$ cat src/rtl/alu_pkg.sv
// Shared ALU operation encoding and RV32I opcode constants for decode and execute.
package alu_pkg;

  typedef enum logic [3:0] {
    AluAdd  = 4'd0,
    AluSub  = 4'd1,
    AluAnd  = 4'd2,
    AluOr   = 4'd3,
    AluXor  = 4'd4,
    AluSll  = 4'd5,
    AluSrl  = 4'd6,
    AluSra  = 4'd7,
    AluSlt  = 4'd8,
    AluSltu = 4'd9,
    AluEq   = 4'd10
  } alu_op_e;

  localparam logic [6:0] OpcOp    = 7'b0110011;
  localparam logic [6:0] OpcOpImm = 7'b0010011;
  localparam logic [6:0] OpcLui   = 7'b0110111;
  localparam logic [6:0] OpcAuipc = 7'b0010111;

  localparam logic [6:0] Funct7Zero = 7'b0000000;
  localparam logic [6:0] Funct7Alt  = 7'b0100000;

  // funct3 -> ALU op; alt selects SUB/SRA on the two encodings that have an alternate form.
  function automatic alu_op_e alu_op_from_funct3(input logic [2:0] funct3, input logic alt);
    alu_op_e op;
    case (funct3)
      3'b000:  op = alt ? AluSub : AluAdd;
      3'b001:  op = AluSll;
      3'b010:  op = AluSlt;
      3'b011:  op = AluSltu;
      3'b100:  op = AluXor;
      3'b101:  op = alt ? AluSra : AluSrl;
      3'b110:  op = AluOr;
      default: op = AluAnd;
    endcase
    return op;
  endfunction

endpackage

$ cat src/rtl/id_decode.sv
// Combinational RV32I integer decode: ALU op, operand sources, immediate, rd, legality.
module id_decode
  import alu_pkg::*;
(
  input  logic [31:0] instr,
  input  logic [31:0] pc,
  output logic [3:0]  alu_op,
  output logic        use_rs1,
  output logic        use_rs2,
  output logic [31:0] a_const,
  output logic [31:0] imm,
  output logic [4:0]  rd,
  output logic        wb_en,
  output logic        illegal
);

  logic [6:0] opcode;
  logic [2:0] funct3;
  logic [6:0] funct7;

  assign opcode = instr[6:0];
  assign funct3 = instr[14:12];
  assign funct7 = instr[31:25];
  assign rd     = instr[11:7];

  // Decode; operands not sourced from rs1/rs2 come from a_const / imm.
  always_comb begin
    alu_op  = AluAdd;
    use_rs1 = 1'b0;
    use_rs2 = 1'b0;
    a_const = '0;
    imm     = '0;
    illegal = 1'b0;
    case (opcode)
      OpcOp: begin
        use_rs1 = 1'b1;
        use_rs2 = 1'b1;
        alu_op  = alu_op_from_funct3(funct3, funct7[5]);
        if (funct7 == Funct7Alt) begin
          illegal = !((funct3 == 3'b000) || (funct3 == 3'b101));
        end else if (funct7 != Funct7Zero) begin
          illegal = 1'b1;
        end
      end
      OpcOpImm: begin
        use_rs1 = 1'b1;
        imm     = {{20{instr[31]}}, instr[31:20]};
        // funct7[5] is immediate data here except on right shifts
        alu_op  = alu_op_from_funct3(funct3, 1'b0);
        if (funct3 == 3'b001) begin
          imm     = {27'b0, instr[24:20]};
          illegal = (funct7 != Funct7Zero);
        end else if (funct3 == 3'b101) begin
          imm     = {27'b0, instr[24:20]};
          alu_op  = funct7[5] ? AluSra : AluSrl;
          illegal = (funct7 != Funct7Zero) && (funct7 != Funct7Alt);
        end
      end
      OpcLui: begin
        imm = {instr[31:12], 12'b0};
      end
      OpcAuipc: begin
        a_const = pc;
        imm     = {instr[31:12], 12'b0};
      end
      default: illegal = 1'b1;
    endcase
    // Illegal instructions issue as a harmless ADD 0,0 with no sources
    if (illegal) begin
      alu_op  = AluAdd;
      use_rs1 = 1'b0;
      use_rs2 = 1'b0;
      a_const = '0;
      imm     = '0;
    end
  end

  assign wb_en = !illegal && (rd != 5'd0);

endmodule

$ cat src/rtl/id_stage.sv
// Decode stage: operand bypass, register scoreboard and the decode-to-ALU output register.
module id_stage
  import alu_pkg::*;
(
  input  logic        clk,
  input  logic        rst_n,
  input  logic        in_valid,
  output logic        in_ready,
  input  logic [31:0] in_instr,
  input  logic [31:0] in_pc,
  output logic [4:0]  rf_raddr1,
  output logic [4:0]  rf_raddr2,
  input  logic [31:0] rf_rdata1,
  input  logic [31:0] rf_rdata2,
  input  logic        wb_valid,
  input  logic [4:0]  wb_rd,
  input  logic [31:0] wb_data,
  input  logic        flush,
  output logic        out_valid,
  input  logic        out_ready,
  output logic [31:0] out_a,
  output logic [31:0] out_b,
  output logic [3:0]  out_alu_op,
  output logic [4:0]  out_rd,
  output logic        out_wb_en,
  output logic [31:0] out_pc,
  output logic        out_illegal
);

  logic [3:0]  dec_alu_op;
  logic        dec_use_rs1;
  logic        dec_use_rs2;
  logic [31:0] dec_a_const;
  logic [31:0] dec_imm;
  logic [4:0]  dec_rd;
  logic        dec_wb_en;
  logic        dec_illegal;

  logic [4:0]  rs1;
  logic [4:0]  rs2;
  logic [31:0] rs1_val;
  logic [31:0] rs2_val;
  logic [31:0] op_a;
  logic [31:0] op_b;
  logic        hazard;
  logic        accept;

  logic        out_valid_q, out_valid_d;
  logic [31:0] out_a_q, out_a_d;
  logic [31:0] out_b_q, out_b_d;
  logic [3:0]  out_alu_op_q, out_alu_op_d;
  logic [4:0]  out_rd_q, out_rd_d;
  logic        out_wb_en_q, out_wb_en_d;
  logic [31:0] out_pc_q, out_pc_d;
  logic        out_illegal_q, out_illegal_d;
  logic [31:0] busy_q, busy_d;

  id_decode u_decode (
    .instr   (in_instr),
    .pc      (in_pc),
    .alu_op  (dec_alu_op),
    .use_rs1 (dec_use_rs1),
    .use_rs2 (dec_use_rs2),
    .a_const (dec_a_const),
    .imm     (dec_imm),
    .rd      (dec_rd),
    .wb_en   (dec_wb_en),
    .illegal (dec_illegal)
  );

  assign rs1       = in_instr[19:15];
  assign rs2       = in_instr[24:20];
  assign rf_raddr1 = rs1;
  assign rf_raddr2 = rs2;

  // Operand read with writeback bypass; x0 always reads zero.
  always_comb begin
    rs1_val = rf_rdata1;
    if (rs1 == 5'd0) begin
      rs1_val = '0;
    end else if (wb_valid && (wb_rd == rs1)) begin
      rs1_val = wb_data;
    end
    rs2_val = rf_rdata2;
    if (rs2 == 5'd0) begin
      rs2_val = '0;
    end else if (wb_valid && (wb_rd == rs2)) begin
      rs2_val = wb_data;
    end
    op_a = dec_use_rs1 ? rs1_val : dec_a_const;
    op_b = dec_use_rs2 ? rs2_val : dec_imm;
  end

  // RAW hazard: a used source is still pending and not being retired this cycle.
  always_comb begin
    hazard = 1'b0;
    if (dec_use_rs1 && (rs1 != 5'd0) && busy_q[rs1] && !(wb_valid && (wb_rd == rs1))) begin
      hazard = 1'b1;
    end
    if (dec_use_rs2 && (rs2 != 5'd0) && busy_q[rs2] && !(wb_valid && (wb_rd == rs2))) begin
      hazard = 1'b1;
    end
  end

  assign in_ready = (!out_valid_q || out_ready) && !hazard && !flush;
  assign accept   = in_valid && in_ready;

  // Next-state for output register and scoreboard; a set on accept overrides a same-rd clear.
  always_comb begin
    out_valid_d   = out_valid_q;
    out_a_d       = out_a_q;
    out_b_d       = out_b_q;
    out_alu_op_d  = out_alu_op_q;
    out_rd_d      = out_rd_q;
    out_wb_en_d   = out_wb_en_q;
    out_pc_d      = out_pc_q;
    out_illegal_d = out_illegal_q;
    busy_d        = busy_q;
    if (wb_valid) begin
      busy_d[wb_rd] = 1'b0;
    end
    // A flushed entry will never retire, so release its destination
    if (flush && out_valid_q && out_wb_en_q) begin
      busy_d[out_rd_q] = 1'b0;
    end
    if (accept) begin
      out_valid_d   = 1'b1;
      out_a_d       = op_a;
      out_b_d       = op_b;
      out_alu_op_d  = dec_alu_op;
      out_rd_d      = dec_rd;
      out_wb_en_d   = dec_wb_en;
      out_pc_d      = in_pc;
      out_illegal_d = dec_illegal;
      if (dec_wb_en) begin
        busy_d[dec_rd] = 1'b1;
      end
    end else if (flush || out_ready) begin
      out_valid_d = 1'b0;
    end
    busy_d[0] = 1'b0;
  end

  // State registers with asynchronous active-low reset.
  always_ff @(posedge clk or negedge rst_n) begin
    if (!rst_n) begin
      out_valid_q   <= 1'b0;
      out_a_q       <= '0;
      out_b_q       <= '0;
      out_alu_op_q  <= AluAdd;
      out_rd_q      <= '0;
      out_wb_en_q   <= 1'b0;
      out_pc_q      <= '0;
      out_illegal_q <= 1'b0;
      busy_q        <= '0;
    end else begin
      out_valid_q   <= out_valid_d;
      out_a_q       <= out_a_d;
      out_b_q       <= out_b_d;
      out_alu_op_q  <= out_alu_op_d;
      out_rd_q      <= out_rd_d;
      out_wb_en_q   <= out_wb_en_d;
      out_pc_q      <= out_pc_d;
      out_illegal_q <= out_illegal_d;
      busy_q        <= busy_d;
    end
  end

  assign out_valid   = out_valid_q;
  assign out_a       = out_a_q;
  assign out_b       = out_b_q;
  assign out_alu_op  = out_alu_op_q;
  assign out_rd      = out_rd_q;
  assign out_wb_en   = out_wb_en_q;
  assign out_pc      = out_pc_q;
  assign out_illegal = out_illegal_q;

endmodule

$ cat config.mk
export PLATFORM = sky130hd
export DESIGN_NAME = id_stage
export DESIGN_NICKNAME = d
export VERILOG_FILES = /design/src/rtl/alu_pkg.sv /design/src/rtl/id_decode.sv /design/src/rtl/id_stage.sv
export SDC_FILE = /design/constraint.sdc
export NUM_CORES = 1
export LEC_CHECK = 0
export BUFFER_PORTS_ARGS = -buffer_cell sky130_fd_sc_hd__buf_4
export CAP_MARGIN = 10
export CORE_UTILIZATION = 30
export CTS_CLUSTER_SIZE = 24
export DETAILED_ROUTE_END_ITERATION = 16
export GPL_ROUTABILITY_DRIVEN = 0
export SYNTH_ARGS = -nofsm -noshare
export SYNTH_HDL_FRONTEND = slang
export SYNTH_SLANG_ARGS = --single-unit
$ cat constraint.sdc
create_clock -name clk -period 4.95 [get_ports clk]
set_input_delay 0.495 -clock clk [delete_from_list [all_inputs] [get_ports clk]]
set_output_delay 0.495 -clock clk [all_outputs]
set_load 0.005 [all_outputs]
Word-level counts from Yosys, hierarchy flattened
Cells that the tools add are included.

Multipliers: 0. Equal/unequal tests: 14. Shift operators: 0. Reductions and logical operators: 38. Add/sub/neg operators: 0. Multiplexer cells: 47. $lt $le $gt $ge: 8. Divide/modulo/power cells: 0. Bitwise logic cells: 5.

Operators with widths (number): 32-bit two-way mux (15); 32-bit bitwise AND (2); 32-bit NOT (2); 32-bit case mux with 2 select lines (1); 32-bit bitwise OR (1); 5-bit by 6-bit less-than comparator with 1-bit output (second input constant) (5); 4-bit case mux with 7 select lines (1); 4-bit case mux with 6 select lines (1); 7-bit by 6-bit == test with 1-bit output (second input constant) (3); 1-bit two-way mux (19); 1-bit logical AND (18); 1-bit demux with 5-bit select (3); 5-bit by 1-bit >= comparator with 1-bit output (second input constant) (3); 5-bit nonzero test (3); 7-bit by 5-bit == test with 1-bit output (second input constant) (2); 4-bit two-way mux (3); 1-bit binary-select mux with 5-bit select (2); 5-bit == test (2); 5-bit logical NOT (2); 3-bit == test (second input constant) (3); 4-bit case mux with 2 select lines (1); 1-bit logical NOT (7); 7-bit by 6-bit inequality test with 1-bit output (second input constant) (1); 7-bit nonzero test (1); 7 further kinds (11).

Bits of input ports: 171. Memories: 0. Bits in read-only memories: 0. Bits in registers: 139. Bits in latches: 0. Output and inout port bits: 119. Logic and storage cells: 121. Bits in writable memories: 0.

Depth between registers and ports, before layout
Word-level depth: 16. Gate-level depth with buffers: 11. Depth with buffers taken out: 7.

Modules after synthesis
From an unflattened synthesis, not the netlist that was laid out.

Cells, all modules: 857. Area, all modules: 8798.4 sq um.

By module, submodules not included: id_stage (sequential area each 3478.3 sq um, cells an instance 721, instances 1, area each 7987.7 sq um); id_decode (sequential area each 0.0 sq um, cells an instance 136, instances 1, area each 810.8 sq um).

Least setup slack after synthesis
Ideal clock, no wire load.

Path kind: input-to-reg. Start: input port in_instr[15]. End: register out_a_q[31] (netlist: out_a[31]). Path slack: 1.985 ns. Library setup time: 0.125 ns. Stages: 10. Arrival: 2.840 ns. Path buffers: 3. Cells stage by stage: clkbuf_1 -> mux2_2 -> a221oi_1 -> nor3_1 -> a2111oi_2 -> nor4_2 -> nor3b_2 -> buf_6 -> buf_6 -> mux2_4.

Cells in the longest elaborated chain, start to end: 10. Elaborated cells between the ends (all ways): 19. Classes of those cells: eq/ne (1); mux (7); reduce/logical (11).

RTL lines: start, declared (line id_stage.sv:9) `input logic [31:0] in_instr,`; 1-bit binary-select mux with 5-bit select, or another cell as far along (line id_stage.sv:97) `if (dec_use_rs1 && (rs1 != 5'd0) && busy_q[rs1] && !(wb_valid && (wb_rd == rs1))) begin`; 1-bit two-way mux (implied by the code), or another cell as far along (line id_stage.sv:97); 1-bit logical AND / 1-bit logical NOT (equally long branches) (line id_stage.sv:97); 1-bit logical AND (line id_stage.sv:97); 1-bit two-way mux (line id_stage.sv:97); 1-bit two-way mux (line id_stage.sv:100) `if (dec_use_rs2 && (rs2 != 5'd0) && busy_q[rs2] && !(wb_valid && (wb_rd == rs2))) begin`; 1-bit logical NOT (line id_stage.sv:105) `assign in_ready = (!out_valid_q || out_ready) && !hazard && !flush;`; 1-bit logical AND (2 in a row) (line id_stage.sv:105); 1-bit logical AND (line id_stage.sv:106) `assign accept = in_valid && in_ready;`; end signal, assigned (line id_stage.sv:158) `out_a_q <= out_a_d;`; end, declared (line id_stage.sv:49) `logic [31:0] out_a_q, out_a_d;`.

Parallel ways exist; a longest one is shown, timed or not. The select of a mux whose other input is x is not followed. A chain may end at the register's enable or synchronous reset.

Final worst setup path
Start: register busy_q[8]. End: output port in_ready.

Cells in the longest elaborated chain, start to end: 9. Elaborated cells between the ends (all ways): 13. Classes of those cells: mux (6); reduce/logical (7).

RTL lines: start, declared (line id_stage.sv:56) `logic [31:0] busy_q, busy_d;`; start signal, assigned (line id_stage.sv:165) `busy_q <= busy_d;`; 1-bit binary-select mux with 5-bit select (line id_stage.sv:97); 1-bit two-way mux (implied by the code) (line id_stage.sv:97); 1-bit logical AND (2 in a row) (line id_stage.sv:97); 1-bit two-way mux (line id_stage.sv:97); 1-bit two-way mux (*) (line id_stage.sv:100); 1-bit logical NOT (*) (line id_stage.sv:105); 1-bit logical AND (*) (2 in a row) (line id_stage.sv:105); end, declared (line id_stage.sv:8) `output logic in_ready,`.

Mark *: on every way between the ends. The rest lies on a longest branch, timed or not. The select of a mux whose other input is x is not followed.

==> impl_results.md <==
* Number of synthesized register bits at 139
* NumNets Final at 1166
* Hpwl dp at 20800 um
* Net Sw Power at 0.000831 W
* Via density at 5.21
* Share of flip-flops with an asynchronous set or reset at 1.00
* ANT nets after route at 0
* R2R cell count at 6
* TritonCTS clock tree: yes
* Post-CTS Setup Inserts at 0
* Clock transition at path regs at 0.07 ns
* Drt pass-1 iters at 5
* Clk_skew at 0.0159 ns
* VDD IR max at 222 uV
* Combinational power share at 0.165
* RR Startpoint: busy_q[4]
* Design area at 11600 um2
* Tcrit/Tclk final at 0.630
* # resized after CTS at 0
* Failing checks: hold timing
* Startpoint types: flip-flop
* Worst EP arrival at 2.62 ns
* CP Capture Type: output port
* Biggest cell delay along the critical path at 0.51 ns
* Final WL at 29300 um
* Final setup viols at 0
* Post-synth EDFFs at 0
* Worst hold slack at -0.00765 ns
* Ys Warns at 0
* Total grt overflow at 0
* Crit path max fanout at 3
* Top_reg_cell synth: dfrtp_1
* Layout cell share with drive strength beyond 1 at 0.500
* Placed cell areas at 10900 um2
* Root buffer cell: clkbuf_16
* Fmax at 321 MHz
* Vias in the first global route at 7288
* Worst reg2reg setup slack at 1.85 ns
* Ant. Diodes at 0
* Sw Share at 0.255
* Overall Power at 0.00326 W
* Worst Hold Class: primary input to async pin
* Chip width at 171 um
* WS Path Type: flip-flop to output port
* Die ar. at 29100 um2
* Leak Pwr at 5.45 nW
* Clock Path Buffers at 2
* Max Slew Vio Count at 0
* Syn Nets at 919
* Largest net degree at the start of global routing at 99
* First-pass GRT wire length at 43900 um
* RSZ-0062 raised after global routing: false
* Register area share after synthesis at 0.407
* DR WL/cell at 21.1 um
* Global-route total usage across every layer at 0.199
* TritonCTS Buffers at 17
* Status: complete, but fails checks
* Die Y-Extent at 171 um
* Mean Syn Cell Area at 11.4 um2
* Critical-path cell list: mux2i_1 -> mux4_2 -> a32o_1 -> a211o_1 -> o31ai_2 -> nor2_1 -> buf_4
* Min Clock Period, post-route at 3.12 ns
* Hold Fails Final Rpt at 4
* Slew headroom at 0.214
* RR Endpoint: out_a[13]
* Via count at 7219
* Worst slew pin tran at 1.18 ns
* Final setup TNS at 0 ns
* Core box area at 27900 um2
* Iteration-0 DRC Markers at 410
* Cell internal pwr at 0.00243 W
* Synthesized area at 8540 um2
* Worst-Skew Late Latency at 0.43 ns
* Hold Buf Count CTS at 0
* Worst Setup SP: busy_q[8]
* Initial Utilization at 0.306
* FP Rows at 61
* Crit-path slowest cell: mux4_2
* Max-Cap Viols at 0
* CTS sink count at 139
* Max H-tree Level at 4
* Pwr dens at 281 nW/um2
* Worst EP required at 4.45 ns
* Reg power frac at 0.383
* Buffers on Ports at 289
* Synth cell types at 53
* Syn Inst Count at 748
* Io pins at 290
* DRC errors left at 0
* Layout area overhead at 35.5%
* Initial antenna violation count at 0
* Clock group share of total power at 0.452
## final cells by class
cell class / count / area, um2
fillers: 2673 / 16300
multi-input cells: 536 / 4690
flip-flops and latches: 139 / 3480
repair buffers: 298 / 2250
well taps: 378 / 473
clock buffers: 19 / 453
clock inverters: 12 / 210
inverters: 3 / 11.3
## worst max-delay path: cells and delay by family, from the launching register on
kind,cells,cell delay (ns)
flip-flops,1,0.41
buffers and inverters,1,0.16
multiplexers,2,0.60
AND/OR/NAND/NOR,1,0.08
AO/OA/AOI/OAI,3,0.94
## state kept, by name, indices dropped and copies added, names as in the netlist
name and count:
out_valid 1, out_illegal 1, out_alu_op 4, out_wb_en 1
busy_q 31, out_pc 32, out_a 32, out_b 32
out_rd 5
## cells by family after synthesis
kind of cell           Yosys count  synth area share
multiplexers                   194             0.292
AND/OR/NAND/NOR                167             0.106
AO/OA/AOI/OAI                  165             0.138
flip-flops                     139             0.407
buffers and inverters           73            0.0462
XOR/XNOR                        10            0.0103
## worst max path at each step
stage | slack, ns | to | depth (start not counted)
3_3_place_gp | 1.47 | out_a[9] | 8
5_1_grt | 1.65 | out_a[15] | 6
4_1_cts | 1.81 | in_ready | 8
3_5_place_dp | 1.45 | out_a[9] | 8
6_report | 1.83 | in_ready | 7
2_1_floorplan | 1.98 | out_a[31] | 10
## power groups by stage
| stage | Sequential (W) | Combinational, W | Clock [W] |
|---|---|---|---|
| 3_5_place_dp | 0.00127 | 0.000543 | 0 |
| 6_report | 0.00125 | 0.000538 | 0.00147 |
| 2_1_floorplan | 0.00126 | 0.000240 | 0 |
| 4_1_cts | 0.00125 | 0.000544 | 0.00149 |
| 3_3_place_gp | 0.00127 | 0.000535 | 0 |
| 5_1_grt | 0.00126 | 0.000577 | 0.00155 |
## cell usage after synthesis (all sizes together) (2+ instances only)
| cell | instances | area share |
|---|---|---|
| a2111oi | 2 | 0.0028 |
| nor2b | 10 | 0.0073 |
| or3b | 7 | 0.0072 |
| o221a | 31 | 0.041 |
| o21ai | 60 | 0.035 |
| xnor2 | 2 | 0.0021 |
| or4 | 2 | 0.0018 |
| mux2 | 117 | 0.19 |
| buf | 36 | 0.030 |
| dfrtp | 139 | 0.41 |
| a21oi | 21 | 0.012 |
| xor2 | 8 | 0.0082 |
| a21o | 32 | 0.028 |
| nand3 | 8 | 0.0047 |
| nand2 | 48 | 0.021 |
| o211ai | 2 | 0.0018 |
| nand2b | 3 | 0.0022 |
| o2bb2ai | 5 | 0.0051 |
| nor3b | 2 | 0.0023 |
| or3 | 5 | 0.0037 |
| mux2i | 68 | 0.080 |
| inv | 3 | 0.0013 |
| nor4 | 11 | 0.0088 |
| a222oi | 2 | 0.0023 |
| nand3b | 15 | 0.013 |
| and3 | 3 | 0.0022 |
| nor3 | 29 | 0.018 |
| mux4 | 9 | 0.024 |
| clkbuf | 34 | 0.015 |
| nor2 | 19 | 0.0084 |
## through the flow
step / instances / util / worst slack, ns
finish: 1385 / 0.415 / 1.83
global route: 1385 / 0.415 / 1.65
CTS: 1385 / 0.415 / 1.81
detailed placement: 1354 / 0.391 / 1.45
global placement: 1354 / 0.391 / 1.47
floorplan: 748 / - / 1.98
## routing by layer
metal / vias to the layer above / wire length [um] / track usage
met5: - / 0 / 0
met4: 0 / 400 / 0.0654
met3: 32 / 1720 / 0.0322
met2: 279 / 14300 / 0.333
met1: 3624 / 12800 / 0.261
li1: 3284 / - / -
## layout by cell type (no fill, tap or decap), types with 15 or more instances in the layout
cell and count:
dfrtp_1 139, o21ai_0 60, nor3_1 27, mux2i_1 68, mux2_4 78, nand2_1 48, nand3b_1 15, clkbuf_16 17
mux2_2 39, buf_4 296, nor2_1 17, a21o_1 32, o221a_2 31, a21oi_1 21
Power figures use the tool's default switching activity.
